<file path="config.mk">
export PLATFORM = sky130hd
export DESIGN_NAME = alu_mc
export DESIGN_NICKNAME = d
export VERILOG_FILES = /design/src/rtl/alu_pkg.sv /design/src/rtl/alu_mc_iter.sv /design/src/rtl/alu_mc.sv
export SDC_FILE = /design/constraint.sdc
export NUM_CORES = 1
export LEC_CHECK = 0
export BUFFER_PORTS_ARGS = -buffer_cell sky130_fd_sc_hd__buf_2
export CAP_MARGIN = 20
export CORE_ASPECT_RATIO = 1.2
export CORE_MARGIN = 10
export CORE_UTILIZATION = 25
export CTS_CLUSTER_DIAMETER = 60
export DETAILED_ROUTE_END_ITERATION = 8
export PLACE_DENSITY_LB_ADDON = 0.25
export SLEW_MARGIN = 20
export SYNTH_ARGS = -nofsm -noshare
export SYNTH_HDL_FRONTEND = slang
export SYNTH_SLANG_ARGS = --single-unit
</file>
<file path="constraint.sdc">
create_clock -name clk -period 4.9 [get_ports clk]
set_clock_uncertainty 0.05 [all_clocks]
set_input_delay 0.245 -clock clk [delete_from_list [all_inputs] [get_ports clk]]
set_output_delay 0.245 -clock clk [all_outputs]
set_load 0.01 [all_outputs]
</file>
<file path="src/rtl/alu_pkg.sv">
// Shared definitions for the multi-cycle ALU: opcode map, FSM states, flag bundle.
package alu_pkg;

  localparam logic [3:0] OP_ADD = 4'h0;
  localparam logic [3:0] OP_SUB = 4'h1;
  localparam logic [3:0] OP_AND = 4'h2;
  localparam logic [3:0] OP_OR  = 4'h3;
  localparam logic [3:0] OP_XOR = 4'h4;
  localparam logic [3:0] OP_NOR = 4'h5;
  localparam logic [3:0] OP_NOT = 4'h6;
  localparam logic [3:0] OP_SLL = 4'h7;
  localparam logic [3:0] OP_SRL = 4'h8;
  localparam logic [3:0] OP_SRA = 4'h9;
  localparam logic [3:0] OP_INC = 4'hA;
  localparam logic [3:0] OP_DEC = 4'hB;
  localparam logic [3:0] OP_SLT = 4'hC;
  localparam logic [3:0] OP_SGT = 4'hD;
  localparam logic [3:0] OP_LUI = 4'hE;
  localparam logic [3:0] OP_HAM = 4'hF;

  typedef enum logic [1:0] {
    ST_IDLE = 2'd0,
    ST_BUSY = 2'd1,
    ST_DONE = 2'd2
  } state_t;

  typedef struct packed {
    logic zero;
    logic carry;
    logic ovf;
  } alu_flags_t;

  // Shifts and popcount run on the iterative datapath; everything else is one cycle.
  function automatic logic is_iter(input logic [3:0] op);
    return (op == OP_SLL) || (op == OP_SRL) || (op == OP_SRA) || (op == OP_HAM);
  endfunction

endpackage

</file>
<file path="src/rtl/alu_mc_iter.sv">
// Iterative datapath: variable shifts (STEP bits per cycle) and Hamming distance
// (popcount of a^b, STEP bits per cycle). Loaded on start; done while cnt==0.
module alu_mc_iter
  import alu_pkg::*;
#(
  parameter int WIDTH = 32,
  parameter int STEP  = 1
) (
  input  logic             clk,
  input  logic             rst_n,
  input  logic             start,
  input  logic [3:0]       op,
  input  logic [WIDTH-1:0] a,
  input  logic [WIDTH-1:0] b,
  output logic             done,
  output logic [WIDTH-1:0] acc
);

  localparam int KW = $clog2(WIDTH);
  localparam int CW = KW + 1;
  localparam int SL = $clog2(STEP);

  logic             run_q;
  logic [3:0]       op_q;
  logic [WIDTH-1:0] acc_q;
  logic [WIDTH-1:0] x_q;
  logic [CW-1:0]    cnt_q;
  logic [CW-1:0]    rem_q;

  logic [CW-1:0]    kk;
  logic [CW-1:0]    shift_cnt;
  logic [CW-1:0]    amt;
  logic [CW-1:0]    pc;
  logic [WIDTH-1:0] sh_nxt;
  logic [WIDTH-1:0] ham_nxt;

  assign kk        = CW'(b[KW-1:0]);
  assign shift_cnt = (kk + CW'(STEP - 1)) >> SL;
  assign done      = run_q && (cnt_q == '0);
  assign acc       = acc_q;

  // Next shift step: the last step may move fewer than STEP bits.
  always_comb begin
    amt    = (rem_q < CW'(STEP)) ? rem_q : CW'(STEP);
    sh_nxt = acc_q;
    case (op_q)
      OP_SLL:  sh_nxt = acc_q << amt;
      OP_SRL:  sh_nxt = acc_q >> amt;
      OP_SRA:  sh_nxt = $signed(acc_q) >>> amt;
      default: sh_nxt = acc_q;
    endcase
  end

  // Popcount of the low STEP bits of the remaining a^b word.
  always_comb begin
    pc = '0;
    for (int i = 0; i < STEP; i++) pc = pc + CW'(x_q[i]);
    ham_nxt = acc_q + WIDTH'(pc);
  end

  // Load on start, then one step per cycle until the count runs out.
  always_ff @(posedge clk) begin
    if (!rst_n) begin
      run_q <= 1'b0;
      op_q  <= '0;
      acc_q <= '0;
      x_q   <= '0;
      cnt_q <= '0;
      rem_q <= '0;
    end else if (start) begin
      run_q <= 1'b1;
      op_q  <= op;
      if (op == OP_HAM) begin
        acc_q <= '0;
        x_q   <= a ^ b;
        cnt_q <= CW'(WIDTH / STEP);
        rem_q <= '0;
      end else begin
        acc_q <= a;
        x_q   <= '0;
        cnt_q <= shift_cnt;
        rem_q <= kk;
      end
    end else if (run_q) begin
      if (cnt_q == '0) begin
        run_q <= 1'b0;
      end else begin
        cnt_q <= cnt_q - 1'b1;
        if (op_q == OP_HAM) begin
          acc_q <= ham_nxt;
          x_q   <= x_q >> STEP;
        end else begin
          acc_q <= sh_nxt;
          rem_q <= rem_q - amt;
        end
      end
    end
  end

endmodule

</file>
<file path="src/rtl/alu_mc.sv">
// Multi-cycle ALU with valid/ready on both sides. Operands are latched on accept;
// the result and flags are registered on the completing BUSY cycle and held in DONE.
module alu_mc
  import alu_pkg::*;
#(
  parameter int WIDTH = 32,
  parameter int STEP  = 1
) (
  input  logic             clk,
  input  logic             rst_n,
  input  logic             in_valid,
  output logic             in_ready,
  input  logic [WIDTH-1:0] a,
  input  logic [WIDTH-1:0] b,
  input  logic [3:0]       opcode,
  output logic             out_valid,
  input  logic             out_ready,
  output logic [WIDTH-1:0] result,
  output logic             flag_zero,
  output logic             flag_carry,
  output logic             flag_ovf
);

  localparam int MSB = WIDTH - 1;

  state_t           state_q, state_d;
  logic [WIDTH-1:0] a_q, b_q;
  logic [3:0]       op_q;
  logic             iter_q;
  logic             accept;
  logic             complete;
  logic             iter_start;
  logic             iter_done;
  logic [WIDTH-1:0] iter_acc;

  logic [WIDTH:0]   sum, dif, inc, dec;
  logic [WIDTH-1:0] res_c;
  alu_flags_t       fl_c, fl_q;

  assign in_ready   = (state_q == ST_IDLE) || ((state_q == ST_DONE) && out_ready);
  assign out_valid  = (state_q == ST_DONE);
  assign accept     = in_valid && in_ready;
  assign iter_start = accept && is_iter(opcode);
  assign complete   = (state_q == ST_BUSY) && (!iter_q || iter_done);
  assign flag_zero  = fl_q.zero;
  assign flag_carry = fl_q.carry;
  assign flag_ovf   = fl_q.ovf;

  alu_mc_iter #(.WIDTH(WIDTH), .STEP(STEP)) u_iter (
    .clk   (clk),
    .rst_n (rst_n),
    .start (iter_start),
    .op    (opcode),
    .a     (a),
    .b     (b),
    .done  (iter_done),
    .acc   (iter_acc)
  );

  // State register.
  always_ff @(posedge clk) begin
    if (!rst_n) state_q <= ST_IDLE;
    else        state_q <= state_d;
  end

  // Next state: a DONE that is drained with a new request goes straight back to BUSY.
  always_comb begin
    state_d = state_q;
    case (state_q)
      ST_IDLE: if (accept)    state_d = ST_BUSY;
      ST_BUSY: if (complete)  state_d = ST_DONE;
      ST_DONE: if (out_ready) state_d = in_valid ? ST_BUSY : ST_IDLE;
      default:                state_d = ST_IDLE;
    endcase
  end

  // Operand capture, only on an accepting edge.
  always_ff @(posedge clk) begin
    if (!rst_n) begin
      a_q    <= '0;
      b_q    <= '0;
      op_q   <= '0;
      iter_q <= 1'b0;
    end else if (accept) begin
      a_q    <= a;
      b_q    <= b;
      op_q   <= opcode;
      iter_q <= is_iter(opcode);
    end
  end

  // Single-cycle ops from latched operands; iterative ops take the iter accumulator.
  always_comb begin
    sum   = {1'b0, a_q} + {1'b0, b_q};
    dif   = {1'b0, a_q} - {1'b0, b_q};
    inc   = {1'b0, a_q} + 1'b1;
    dec   = {1'b0, a_q} - 1'b1;
    res_c = '0;
    fl_c  = '0;
    case (op_q)
      OP_ADD: begin
        res_c      = sum[MSB:0];
        fl_c.carry = sum[WIDTH];
        fl_c.ovf   = (a_q[MSB] == b_q[MSB]) && (sum[MSB] != a_q[MSB]);
      end
      OP_SUB: begin
        res_c      = dif[MSB:0];
        fl_c.carry = dif[WIDTH];
        fl_c.ovf   = (a_q[MSB] != b_q[MSB]) && (dif[MSB] != a_q[MSB]);
      end
      OP_AND: res_c = a_q & b_q;
      OP_OR:  res_c = a_q | b_q;
      OP_XOR: res_c = a_q ^ b_q;
      OP_NOR: res_c = ~(a_q | b_q);
      OP_NOT: res_c = ~a_q;
      OP_INC: begin
        res_c      = inc[MSB:0];
        fl_c.carry = inc[WIDTH];
        fl_c.ovf   = !a_q[MSB] && inc[MSB];
      end
      OP_DEC: begin
        res_c      = dec[MSB:0];
        fl_c.carry = dec[WIDTH];
        fl_c.ovf   = a_q[MSB] && !dec[MSB];
      end
      OP_SLT: res_c = {{(WIDTH-1){1'b0}}, ($signed(a_q) < $signed(b_q))};
      OP_SGT: res_c = {{(WIDTH-1){1'b0}}, ($signed(a_q) > $signed(b_q))};
      OP_LUI: res_c = b_q << (WIDTH / 2);
      default: res_c = iter_acc;
    endcase
    fl_c.zero = (res_c == '0);
  end

  // Result/flag register: loaded once per operation, held through DONE.
  always_ff @(posedge clk) begin
    if (!rst_n) begin
      result <= '0;
      fl_q   <= '0;
    end else if (complete) begin
      result <= res_c;
      fl_q   <= fl_c;
    end
  end

endmodule

</file>
# Word level (Yosys, flattened, before mapping)
# Cells that the tools add are included.
[classes]
n_lt_le_gt_ge = 3
n_eq_ne = 30
shifts = 3
n_addsub = 7
muxes = 31
n_bitwise = 6
reduce_logical = 29
[ops]
columns = ["operator", "n"]
rows = [
  ["case mux 32 bit (12 select lines)", 1],
  ["two-way mux 32 bit", 10],
  ["case mux 32 bit (3 select lines)", 1],
  ["inverter 32 bit", 2],
  ["XOR 32 bit", 2],
  ["two-way mux 6 bit", 9],
  ["equality test 4 bit, second input constant", 11],
  ["adder 32 x 1 -> 33 bit, second input constant", 1],
  ["adder 32 x 32 -> 33 bit", 1],
  ["subtractor 32 x 1 -> 33 bit, second input constant", 1],
  ["subtractor 32 x 32 -> 33 bit", 1],
  ["adder 32 x 1 -> 32 bit", 1],
  ["bitwise AND 32 bit", 1],
  ["> comparator 32 bit", 1],
  ["zero test 32 bit", 1],
  ["< comparator 32 bit", 1],
  ["bitwise OR 32 bit", 1],
  ["<< shifter 32 x 6 -> 32 bit", 1],
  ["right shift 32 x 6 -> 32 bit", 1],
  [">>> shifter 32 x 6 -> 32 bit", 1],
  ["equality test 4 x 3 -> 1 bit, second input constant", 5],
  ["AND reduction 3 bit", 4],
  ["logical AND 1 bit", 9],
  ["equality test 4 x 2 -> 1 bit, second input constant", 2],
  ["23 further kinds", 40],
]
[word_totals]
register_bits = 187
elab_cells = 124
output_inout_bits = 37
in_bits = 72

# Depth between registers and ports, before layout
# Gate-level depths: netlist (run 1).
[logic_depth]
word_depth = 8
ltp_mapped = 15
depth_no_buf = 14

# By module
# A second synthesis (run 1) with hierarchy kept.
[unflattened]
hier_cells = 2517
area_unflattened_um2 = 17853.4
[by_module_without_submodules]
columns = ["module", "area_each_um2", "seq_area_each_um2", "cells_each", "n_inst"]
rows = [
  ["alu_mc", 12324.3, 2122.0, 1799, 1],
  ["alu_mc_iter", 5529.1, 1621.6, 718, 1],
]

# Least setup slack after synthesis (run 1)
# Ideal clock, no wire load.
[synth_timing]
path_type = "reg2reg"
from = "register a_q[3]"
to = "register fl_q, in the netlist flag_zero"
path_slack_ns = 0.965
path_buffers = 2
setup_time_ns = 0.084
period_less_slack_ns = 3.935
path_stages_with_launch = 16
t_arrival_ns = 3.801
t_required_ns = 4.766
cell_sequence = "dfxtp_1 clkbuf_1 inv_1 ha_1 clkbuf_1 nor2_1 o211ai_1 a311oi_1 nor3_1 o221ai_1 a311oi_1 mux2i_1 nand3_1 o32a_1 or3_1 o31ai_2"
[synth_via]
elab_chain_cells = 4
elab_cells_between_ends = 13
classes_between = "add/sub: 4; order compare: 2; mux: 1; bitwise: 5; reduce/logical: 1"
[synth_lines]
columns = ["element", "line", "rtl"]
rows = [
  ["from (decl)", "alu_mc.sv:27", "logic [WIDTH-1:0] a_q, b_q;"],
  ["from (signal assigned)", "alu_mc.sv:80", "a_q <= '0;"],
  ["from (signal assigned)", "alu_mc.sv:85", "a_q <= a;"],
  ["parallel branches: the longest is 2 deep, another holds subtractor 32 x 1 -> 33 bit", "n/a", ""],
  ["case mux 32 bit (12 select lines) *", "alu_mc.sv:100", "case (op_q)"],
  ["zero test 32 bit *", "alu_mc.sv:131", "fl_c.zero = (res_c == '0);"],
  ["to (signal assigned)", "alu_mc.sv:141", "fl_q <= fl_c;"],
  ["to (decl)", "alu_mc.sv:38", "alu_flags_t fl_c, fl_q;"],
]
# Mark *: on every way between the ends.
# A chain may end at the register's enable or synchronous reset.

# Worst setup path after layout (run 1)
[layout_timing]
from = "register a_q[0]"
to = "register fl_q, in the netlist flag_zero"
# The elaborated chain is that of the path after synthesis.

==> results of run 1 <==
[routing by layer]
| metal | global-route usage (%) | part of all wire, % | vias to the layer above |
|---|---|---|---|
| met5 | 0 | 0.015 | - |
| met4 | 13.33 | 6.6 | 2 |
| met3 | 3.161 | 7.4 | 235 |
| met2 | 34.54 | 46 | 1075 |
| met1 | 26.22 | 40 | 9880 |
| li1 | - | - | 9450 |
[layout make-up]
class                      instances  area, um2  share of cell area, %
clock buffer                      20      456.7                  2.246
multi-input combinational       2055      12620                  62.07
timing repair buffer             258       1777                  8.736
inverter                         112      422.9                  2.079
tap                              918       1149                  5.648
clock inverter                    11      160.2                 0.7875
sequential                       187       3749                  18.43
[Yosys cell counts, types with 39 or more instances]
| library cell | n |
|---|---|
| nor3_1 | 68 |
| nand3_1 | 81 |
| nor2_1 | 228 |
| o21ai_0 | 130 |
| inv_1 | 106 |
| clkbuf_1 | 193 |
| xnor2_1 | 40 |
| a31oi_1 | 46 |
| nand2_1 | 386 |
| ha_1 | 109 |
| dfxtp_1 | 187 |
| a211oi_1 | 60 |
| a21oi_1 | 262 |
| a22oi_1 | 68 |
| xor2_1 | 39 |
[sequential cells by signal, indices dropped and copies added, names as in the netlist]
signal and cells:
u_iter.acc 32, flag_carry 1, op_q 4, u_iter.run_q 1, u_iter.op_q 4, state_q 2
result 32, u_iter.x_q 32, flag_ovf 1, b_q 32, a_q 32, iter_q 1
flag_zero 1, u_iter.cnt_q 6, u_iter.rem_q 6
[metrics by stage]
step	cells	total power, mW	setup WS (ns)	hold WS (ns)	util [%]
floorplan	2573	2.975	0.9649	0.3310	-
global placement	3501	3.786	0.4524	0.3929	27.90
detailed placement	3501	3.763	0.3525	0.3968	27.90
CTS	3561	5.351	0.3449	0.001927	29.20
global route	3561	5.610	0.1162	0.01776	29.21
finish	3561	5.381	0.3578	0.01769	29.21
[power groups by stage]
stage	logic, mW	registers [mW]	clock network [mW]
floorplan	1.28	1.70	0
global placement	2.03	1.75	0
detailed placement	2.01	1.75	0
CTS	2.04	1.72	1.59
global route	2.25	1.73	1.63
finish	2.10	1.72	1.56
[worst max-delay path: stages, from the launching register on]
cell and delay (ns):
dfxtp_1 0.51, inv_1 0.15, ha_1 0.26, fa_1 0.41
nor3_1 0.48, o31ai_1 0.26, a21oi_1 0.33, nor3_1 0.14
xnor2_1 0.17, nor2_1 0.05, o32a_1 0.35, nor4_1 0.68
and4_1 0.34, nand4_1 0.11, o31ai_2 0.17
[path summary, 6_finish.rpt]
check	to	cells past startpoint
worst max-delay path	flag_zero	14
worst min-delay path	a_q[25]	3
worst min register to register	result[14]	2
worst max register to register	flag_zero	14
[logic make-up after synthesis]
kind of cell | after synthesis | synth area share (%)
DFF | 187 | 21.34
adders and majority gates | 111 | 8.001
AOI/OAI and AO/OA | 859 | 32.30
and+or+nand+nor | 985 | 26.02
buffers and inverters | 331 | 7.195
muxes | 21 | 1.205
xor gates and xnor gates | 79 | 3.944
[what timing repair did]
| item | in CTS | in global routing |
|---|---|---|
| endpoints found under the hold margin | 29 | 0 |
| setup endpoints to repair | 0 | 1 |
| buffers inserted | 0 | 0 |
| hold buffers | 29 | 0 |
| resized for setup | 0 | 1 |
==> metrics.yaml, run 1 <==
synth-main-ff-cell: "dfxtp_1"
startpoint_type: "register"
grt_pass1_vias: 19590
cts_sinks: 187
drive_above_1_share_pct: 11.54
synth_edf_count: 0
grt_pass1_wl_um: 130800
power_frac_seq_pct: 32.0
max-slew-margin-rel_pct: 21.08
grt_overflow_total: 0
clkLatencyLatePin_ns: 0.48
p_int_mw: 3.165
syn2layout_area_growth_pct: 15.91
setup_tns_ns: 0
cts.clk_slew.worst_paths_ns: 0.09
place.port_buffers: 108
synth_top_area_cell: "dfxtp_1"
hpwl_um: 67850
clock_power_share_pct: 28.9
rsz0062_at_grt: "no"
fp-row-count: 106
cp_max_fo: 10
r2r_start: "a_q[0]"
vias: 20640
cts_root_buf: "clkbuf_16"
drc: 0
yosysWarnings: 0
grt_use_total_pct: 21.34
syn-instance-count: 2573
setup_viol: 0
cp.arrival_ns: 4.91
die_h_um: 310.2
ys_types: 84
crit_type: "register to register"
num_antenna_cells: 0
place_area_um2: 19420
cts_tree: "built"
irDropWorstVdd_v: 0.0001528
firstDrtPassIters: 6
slew_violations: 0
p_sw_share_pct: 41.19
synth_area_um2: 17550
ys_seq_elements: 187
hold_class: "primary input to register"
grt_antenna_before_repair: 1
drt_iter0_markers: 2649
status: "complete, no violations"
worst_pin_slew_ns: 1.175
fin_nets: 2814
start_util_pct: 25.20
layout_common_cells: "nand2_1 (384), a21oi_1 (261), nor2_1 (226), dfxtp_1 (183), o21ai_0 (129)"
vias_per_cell: 5.797
synthTopCellsByArea: "dfxtp_1 (21%), nand2_1 (8.3%), ha_1 (7.8%)"
period_share_pct: 92.70
hold_viol: 0
ant_nets: 0
powerDensity_nw_per_um2: 264.6
ff2ff_setup_slack_ns: 0.36
gp_congestion: 1.006
cp-end-kind: "register"
cp-startpoint: "a_q[0]"
clockBufferDepth: 2
synth_top_area_share_pct: 21.34
ys_seq_area_share_pct: 21.34
synthesis.nets: 2756
avgSynthCellArea_um2: 6.819
final_area_um2: 20340
power_switching_mw: 2.216
cp.required_ns: 5.27
grt_max_degree: 73
core_area_um2: 69630
wl_per_cell_um: 25.00
design.die.area_um2: 81220
cts_buffers: 17
cap_viol_max_count: 0
fillCellCount: 7739
finalWirelength_um: 89030
async_flop_share_pct: 0
layout.cells.most_common: "nand2_1"
comb_power_share_pct: 39.1
power_leakage_nw: 7.536
min_from: "a[25]"
die_x_um: 261.8
fmax_ghz: 0.2202
fin_crit_ns: 4.542
cts_htree_levels: 4
io_pins: 109
Power figures use the tool's default switching activity.
==> run 2: changes to the inputs <==
Settings changed: CORE_MARGIN 10 to default.
==> run 2 against run 1 <==
  * Sequential power about the same
  * Clock power down 6%
  * Fmax down 2.9%
  * Largest power group unchanged
  * Utilization about the same
  * Via count down 0.36%
  * Count of clock-buffer cells in the layout unchanged
  * Global-route usage up 2.7 points
  * First-iteration DRC count down 2.9%
  * Wire length down 1.6%
  * Flip-flop and latch count unchanged
  * Cell count up 0.25%
  * Register-to-register slack worse by 0.13 ns
==> metrics.yaml, run 2 (synthesis gave the netlist of run 1 again) <==
io_pins: 109  # unchanged
fin_ws_ns: 0.2242  # -0.1337 ns
hold_class: "primary input to register"
cp-end-kind: "register"
layout.cells.non_filler: 3570  # +0.25%
max_stage_delay_ns: 0.65  # -0.03 ns
crit_type: "register to register"
grt_antenna_before_repair: 0  # -1
power_mw: 5.320  # -1.1%
cp.required_ns: 5.24  # -0.03 ns
hpwl_um: 67330  # -0.76%
setup_viol: 0  # unchanged
cts_tree: "built"
place_ws_ns: 0.3568  # +0.004211 ns
grt_pass1_vias: 19270  # -1.6%
cts.clk_slew.worst_paths_ns: 0.08  # about the same
fillCellCount: 7882  # +1.8%
drive_above_1_share_pct: 12.07  # +0.53 points
startpoint_type: "register"
drt_iter0_markers: 2571  # -2.9%
grt_max_degree: 88  # +21%
finalWirelength_um: 87630  # -1.6%
syn2layout_area_growth_pct: 15.85  # about the same
multiInputGateArea_um2: 12630  # about the same
fin_crit_ns: 4.676  # +0.1337 ns
die_x_um: 243.8  # -6.9%
grt_overflow_total: 0  # unchanged
fin_nets: 2822  # +0.28%
grt_use_total_pct: 24.03  # +2.7 points
clkLatencyLatePin_ns: 0.48  # about the same
place.port_buffers: 108  # unchanged
power_leakage_nw: 7.552  # +0.20%
cpMaxStageDelayCell: "nor3_1"
gp_congestion: 0.9780  # -2.7%
firstDrtPassIters: 6  # unchanged
clockBufferDepth: 2  # unchanged
cp.arrival_ns: 5.02  # +0.11 ns
core_area_um2: 69500  # -0.19%
ant_nets: 0  # unchanged
status: "complete, no violations"
place_area_um2: 19540  # +0.57%
powerDensity_nw_per_um2: 261.7  # -1.1%
cts_htree_levels: 4  # unchanged
holdWs_ns: 0.008999  # -0.008693 ns
period_share_pct: 95.42  # +2.7 points
critical-path-top-delay-family: "compound AO/OA/AOI/OAI gates"
crit_cells: 13  # -1
wl_per_cell_um: 24.55  # -1.8%
cts_buffers: 17  # unchanged
rsz0062_at_grt: "no"
layout_common_cells: "nand2_1 (384), a21oi_1 (262), nor2_1 (226), dfxtp_1 (183), buf_4 (135)"
start_util_pct: 25.25  # +0.048 points
cp_max_fo: 5  # -5
num_antenna_cells: 0  # unchanged
design.die.area_um2: 71250  # -12%
cts_root_buf: "clkbuf_16"
hold_depth: 3  # unchanged
fp-row-count: 106  # unchanged
cts_sinks: 187  # unchanged
vias: 20570  # -0.36%
drc: 0  # unchanged
dp.cells: 3517  # +0.46%
path_cells: "inv_1 > ha_1 > o21bai_1 > o211ai_1 > a311oi_1 > nor3_1 > o221ai_1 > a311oi_1 > mux2i_1 > nand3_1 > o32a_1 > or3_1 > o31ai_2"
grt_pass1_wl_um: 129400  # -1.1%
fin_util_pct: 29.25  # +0.041 points
die_h_um: 292.2  # -5.8%
vias_per_cell: 5.761  # -0.61%
cp_num_buf_inv: 1  # unchanged
final_area_um2: 20330  # about the same
layout.cells.most_common: "nand2_1"
hold_viol: 0  # unchanged
max-slew-margin-rel_pct: 23.54  # +2.5 points
slew_violations: 0  # unchanged
cap_viol_max_count: 0  # unchanged
setup_tns_ns: 0  # unchanged
crit_path_frequent_cell: "a311oi_1"
fmax_ghz: 0.2139  # -2.9%
rr_worst_depth: 13  # -1
regArea_um2: 3749  # unchanged
irDropWorstVdd_v: 0.0001927  # +26%
worst_pin_slew_ns: 1.147  # -0.02776 ns
## run 2: changes by cell type in the layout (fill, tap and decap cells not counted), sizes merged
cell | before | now
clkinv | 7 | 9
buf | 229 | 245
inv | 112 | 111
dlygate4sd3 | 29 | 21
clkinvlp | 1 | 2
bufinv | 3 | 2
## run 2: layout make-up
cell class	instances	area share [%]
clock inverter	12	0.6894
inverter	112	2.081
multi-input combinational	2055	62.11
timing repair buffer	266	8.876
clock buffer	20	2.148
sequential	187	18.44
tap	918	5.651
## run 2: report_power, final
part,total (mW),leakage (nW),switching [mW],internal (mW)
Combinational,2.14,5.75,1.40,0.736
Clock,1.47,0.277,0.710,0.760
Sequential,1.71,1.53,0.110,1.60
## run 2: what timing repair did
action,4_1_cts,5_1_grt
resized for setup,0,0
setup buffers,0,0
hold buffers,21,0
hold endpoints to repair,21,0
## run 2: final timing paths
check                    end  slack, ns        from
hold reg to reg   result[10]       0.41  result[10]
hold / removal       a_q[10]      0.009       a[10]
setup reg to reg   flag_zero       0.22      b_q[1]
setup / recovery   flag_zero       0.22      b_q[1]
## run 2: worst reg2reg max path, cell delays in order (launching register included)
cell      delay, ns
dfxtp_1        0.44
inv_1          0.13
ha_1           0.38
o21bai_1       0.12
o211ai_1       0.29
a311oi_1       0.23
nor3_1         0.65
o221ai_1       0.42
a311oi_1       0.56
mux2i_1        0.24
nand3_1        0.10
o32a_1         0.36
or3_1          0.40
o31ai_2        0.23
## run 2: routing by layer
| layer | track usage [%] | vias up | share of wire [%] | wire length [um] |
|---|---|---|---|---|
| met2 | 38.39 | 1029 | 45 | 39700 |
| met3 | 2.895 | 225 | 6.5 | 5718 |
| met5 | 0 | - | 0 | 0 |
| met1 | 30.51 | 9848 | 41 | 35860 |
| met4 | 15.23 | 0 | 7.2 | 6352 |
| li1 | - | 9465 | - | - |
==> run 3: changes to the inputs <==
Settings changed: SETUP_SLACK_MARGIN from default to 0.4.
==> run 3 against run 2 <==
  * Fmax rose by 6.7%
  * Non-clock buffer count unchanged
  * Worst hold slack gained 0.0018 ns
  * Critical endpoint unchanged
  * Wire length rose by 0.22%
  * Total power grew 0.20%
  * Largest cell class unchanged
  * Global-route usage about the same
==> metrics.yaml, run 3 (synthesis gave the netlist of run 1 again) <==
status: "complete, no violations"
rsz0062_at_grt: "no"
ff2ff_setup_slack_ns: 0.52  # +0.29 ns
layout.cells.most_common: "nand2_1"
cap_viol_max_count: 0  # unchanged
period_share_pct: 89.43  # -6.0 points
r2r_start: "a_q[13]"
rr_worst_depth: 14  # +1
r2r-end: "flag_zero"
post_cts_buffers: 0  # unchanged
drive_above_1_share_pct: 12.25  # +0.19 points
worst_pin_slew_ns: 1.135  # -0.01240 ns
grt_pass1_vias: 19260  # -0.047%
min_from: "a[10]"
clkLatencyLatePin_ns: 0.48  # about the same
hpwl_um: 67330  # unchanged
grt_overflow_total: 0  # unchanged
cp-end-kind: "register"
cp.required_ns: 5.24  # about the same
clockBufferDepth: 2  # unchanged
fp-row-count: 106  # unchanged
hold_depth: 3  # unchanged
wl_per_cell_um: 24.60  # +0.22%
place.port_buffers: 108  # unchanged
cp_max_fo: 12  # +7
grt_pass1_wl_um: 129500  # about the same
hold_viol: 0  # unchanged
drt_iter0_markers: 2632  # +2.4%
layout_common_cells: "nand2_1 (384), a21oi_1 (262), nor2_1 (226), dfxtp_1 (182), buf_4 (135)"
power_leakage_nw: 7.557  # about the same
finalWirelength_um: 87820  # +0.22%
start_util_pct: 25.25  # unchanged
ant_nets: 0  # unchanged
setup_viol: 0  # unchanged
hold_class: "primary input to register"
cts_sinks: 187  # unchanged
regArea_um2: 3750  # about the same
cts_buffers: 17  # unchanged
grt_max_degree: 88  # unchanged
fmax_ghz: 0.2282  # +6.7%
holdPathEnd: "a_q[10]"
cts.clk_slew.worst_paths_ns: 0.07  # about the same
crit_type: "register to register"
slew_violations: 0  # unchanged
cts_tree: "built"
multiInputGateArea_um2: 12650  # +0.18%
gp_congestion: 0.9780  # unchanged
fin_crit_ns: 4.382  # -0.2936 ns
powerDensity_nw_per_um2: 261.9  # about the same
core_area_um2: 69500  # unchanged
firstDrtPassIters: 6  # unchanged
layout.cells.non_filler: 3570  # unchanged
drc: 0  # unchanged
dp.cells: 3517  # unchanged
fin_nets: 2822  # unchanged
num_antenna_cells: 0  # unchanged
grt_use_total_pct: 24.03  # about the same
startpoint_type: "register"
fillCellCount: 7877  # -0.063%
syn2layout_area_growth_pct: 15.99
cts_htree_levels: 4  # unchanged
irDropWorstVdd_v: 0.0001930  # +0.16%
holdWs_ns: 0.01083  # +0.001834 ns
cp.arrival_ns: 4.72  # -0.30 ns
vias: 20610  # +0.23%
grt_antenna_before_repair: 0  # unchanged
die_x_um: 243.8  # unchanged
vias_per_cell: 5.774  # +0.23%
io_pins: 109  # unchanged
max-slew-margin-rel_pct: 24.36  # +0.83 points
cts_root_buf: "clkbuf_16"
die_h_um: 292.2  # unchanged
design.die.area_um2: 71250  # unchanged
setup_tns_ns: 0  # unchanged
run 3: report_power, final:
part | total (mW) | switching, mW | internal (mW)
registers | 1.71 | 0.110 | 1.60
logic | 2.15 | 1.41 | 0.738
clock network | 1.47 | 0.711 | 0.760
total | 5.33 | 2.23 | 3.10
run 3: how the worst max path moves through the flow:
stage             from         to  slack (ns)
2_1_floorplan   a_q[3]  flag_zero        0.96
3_3_place_gp    a_q[0]  flag_zero        0.46
3_5_place_dp    a_q[0]  flag_zero        0.36
4_1_cts         a_q[0]  flag_zero        0.52
5_1_grt         b_q[2]  flag_zero        0.45
6_report       a_q[13]  flag_zero        0.52
run 3: layout make-up:
class                           count  share of cell area (%)
Multi-Input combinational cell   2055                   62.15
Inverter                          112                   2.078
Clock inverter                     12                  0.6886
Sequential cell                   187                   18.43
Tap cell                          918                   5.644
Timing Repair Buffer              266                   8.866
Clock buffer                       20                   2.146
run 3: what timing repair did:
item	4_1_cts	5_1_grt
endpoints found under the hold margin	21	0
hold buffers	21	0
gates resized for setup	2	4
setup endpoints to repair	1	1
run 3: per-stage QoR:
step           power, mW  cell area [um2]  util [%]  setup WS (ns)
2_1_floorplan      2.975            17550         -         0.9649
3_3_place_gp       3.821            19540     28.11         0.4576
3_5_place_dp       3.796            19540     28.11         0.3568
4_1_cts            5.280            20330     29.26         0.5247
5_1_grt            5.547            20350     29.28         0.4473
6_report           5.331            20350     29.28         0.5178
run 3: worst max-delay path, cell delays in order, from the launching register on:
cell and delay, ns:
dfxtp_1 0.49, inv_1 0.13, ha_1 0.52, or3_1 0.50, or3_1 0.43, a31oi_1 0.36, nor4_2 0.07, buf_4 0.17
o22ai_1 0.44, nor4_1 0.08, a31oi_1 0.21, o21ai_0 0.15, a21oi_1 0.29, nand4_1 0.19, o31ai_2 0.21
run 3: metal layers:
metal / global-route usage (%) / up-vias / share of wire (%)
met5: 0 / - / 0
li1: - / 9463 / -
met1: 30.55 / 9850 / 41
met2: 38.26 / 1077 / 45
met4: 15.40 / 0 / 7.2
met3: 2.914 / 224 / 6.6
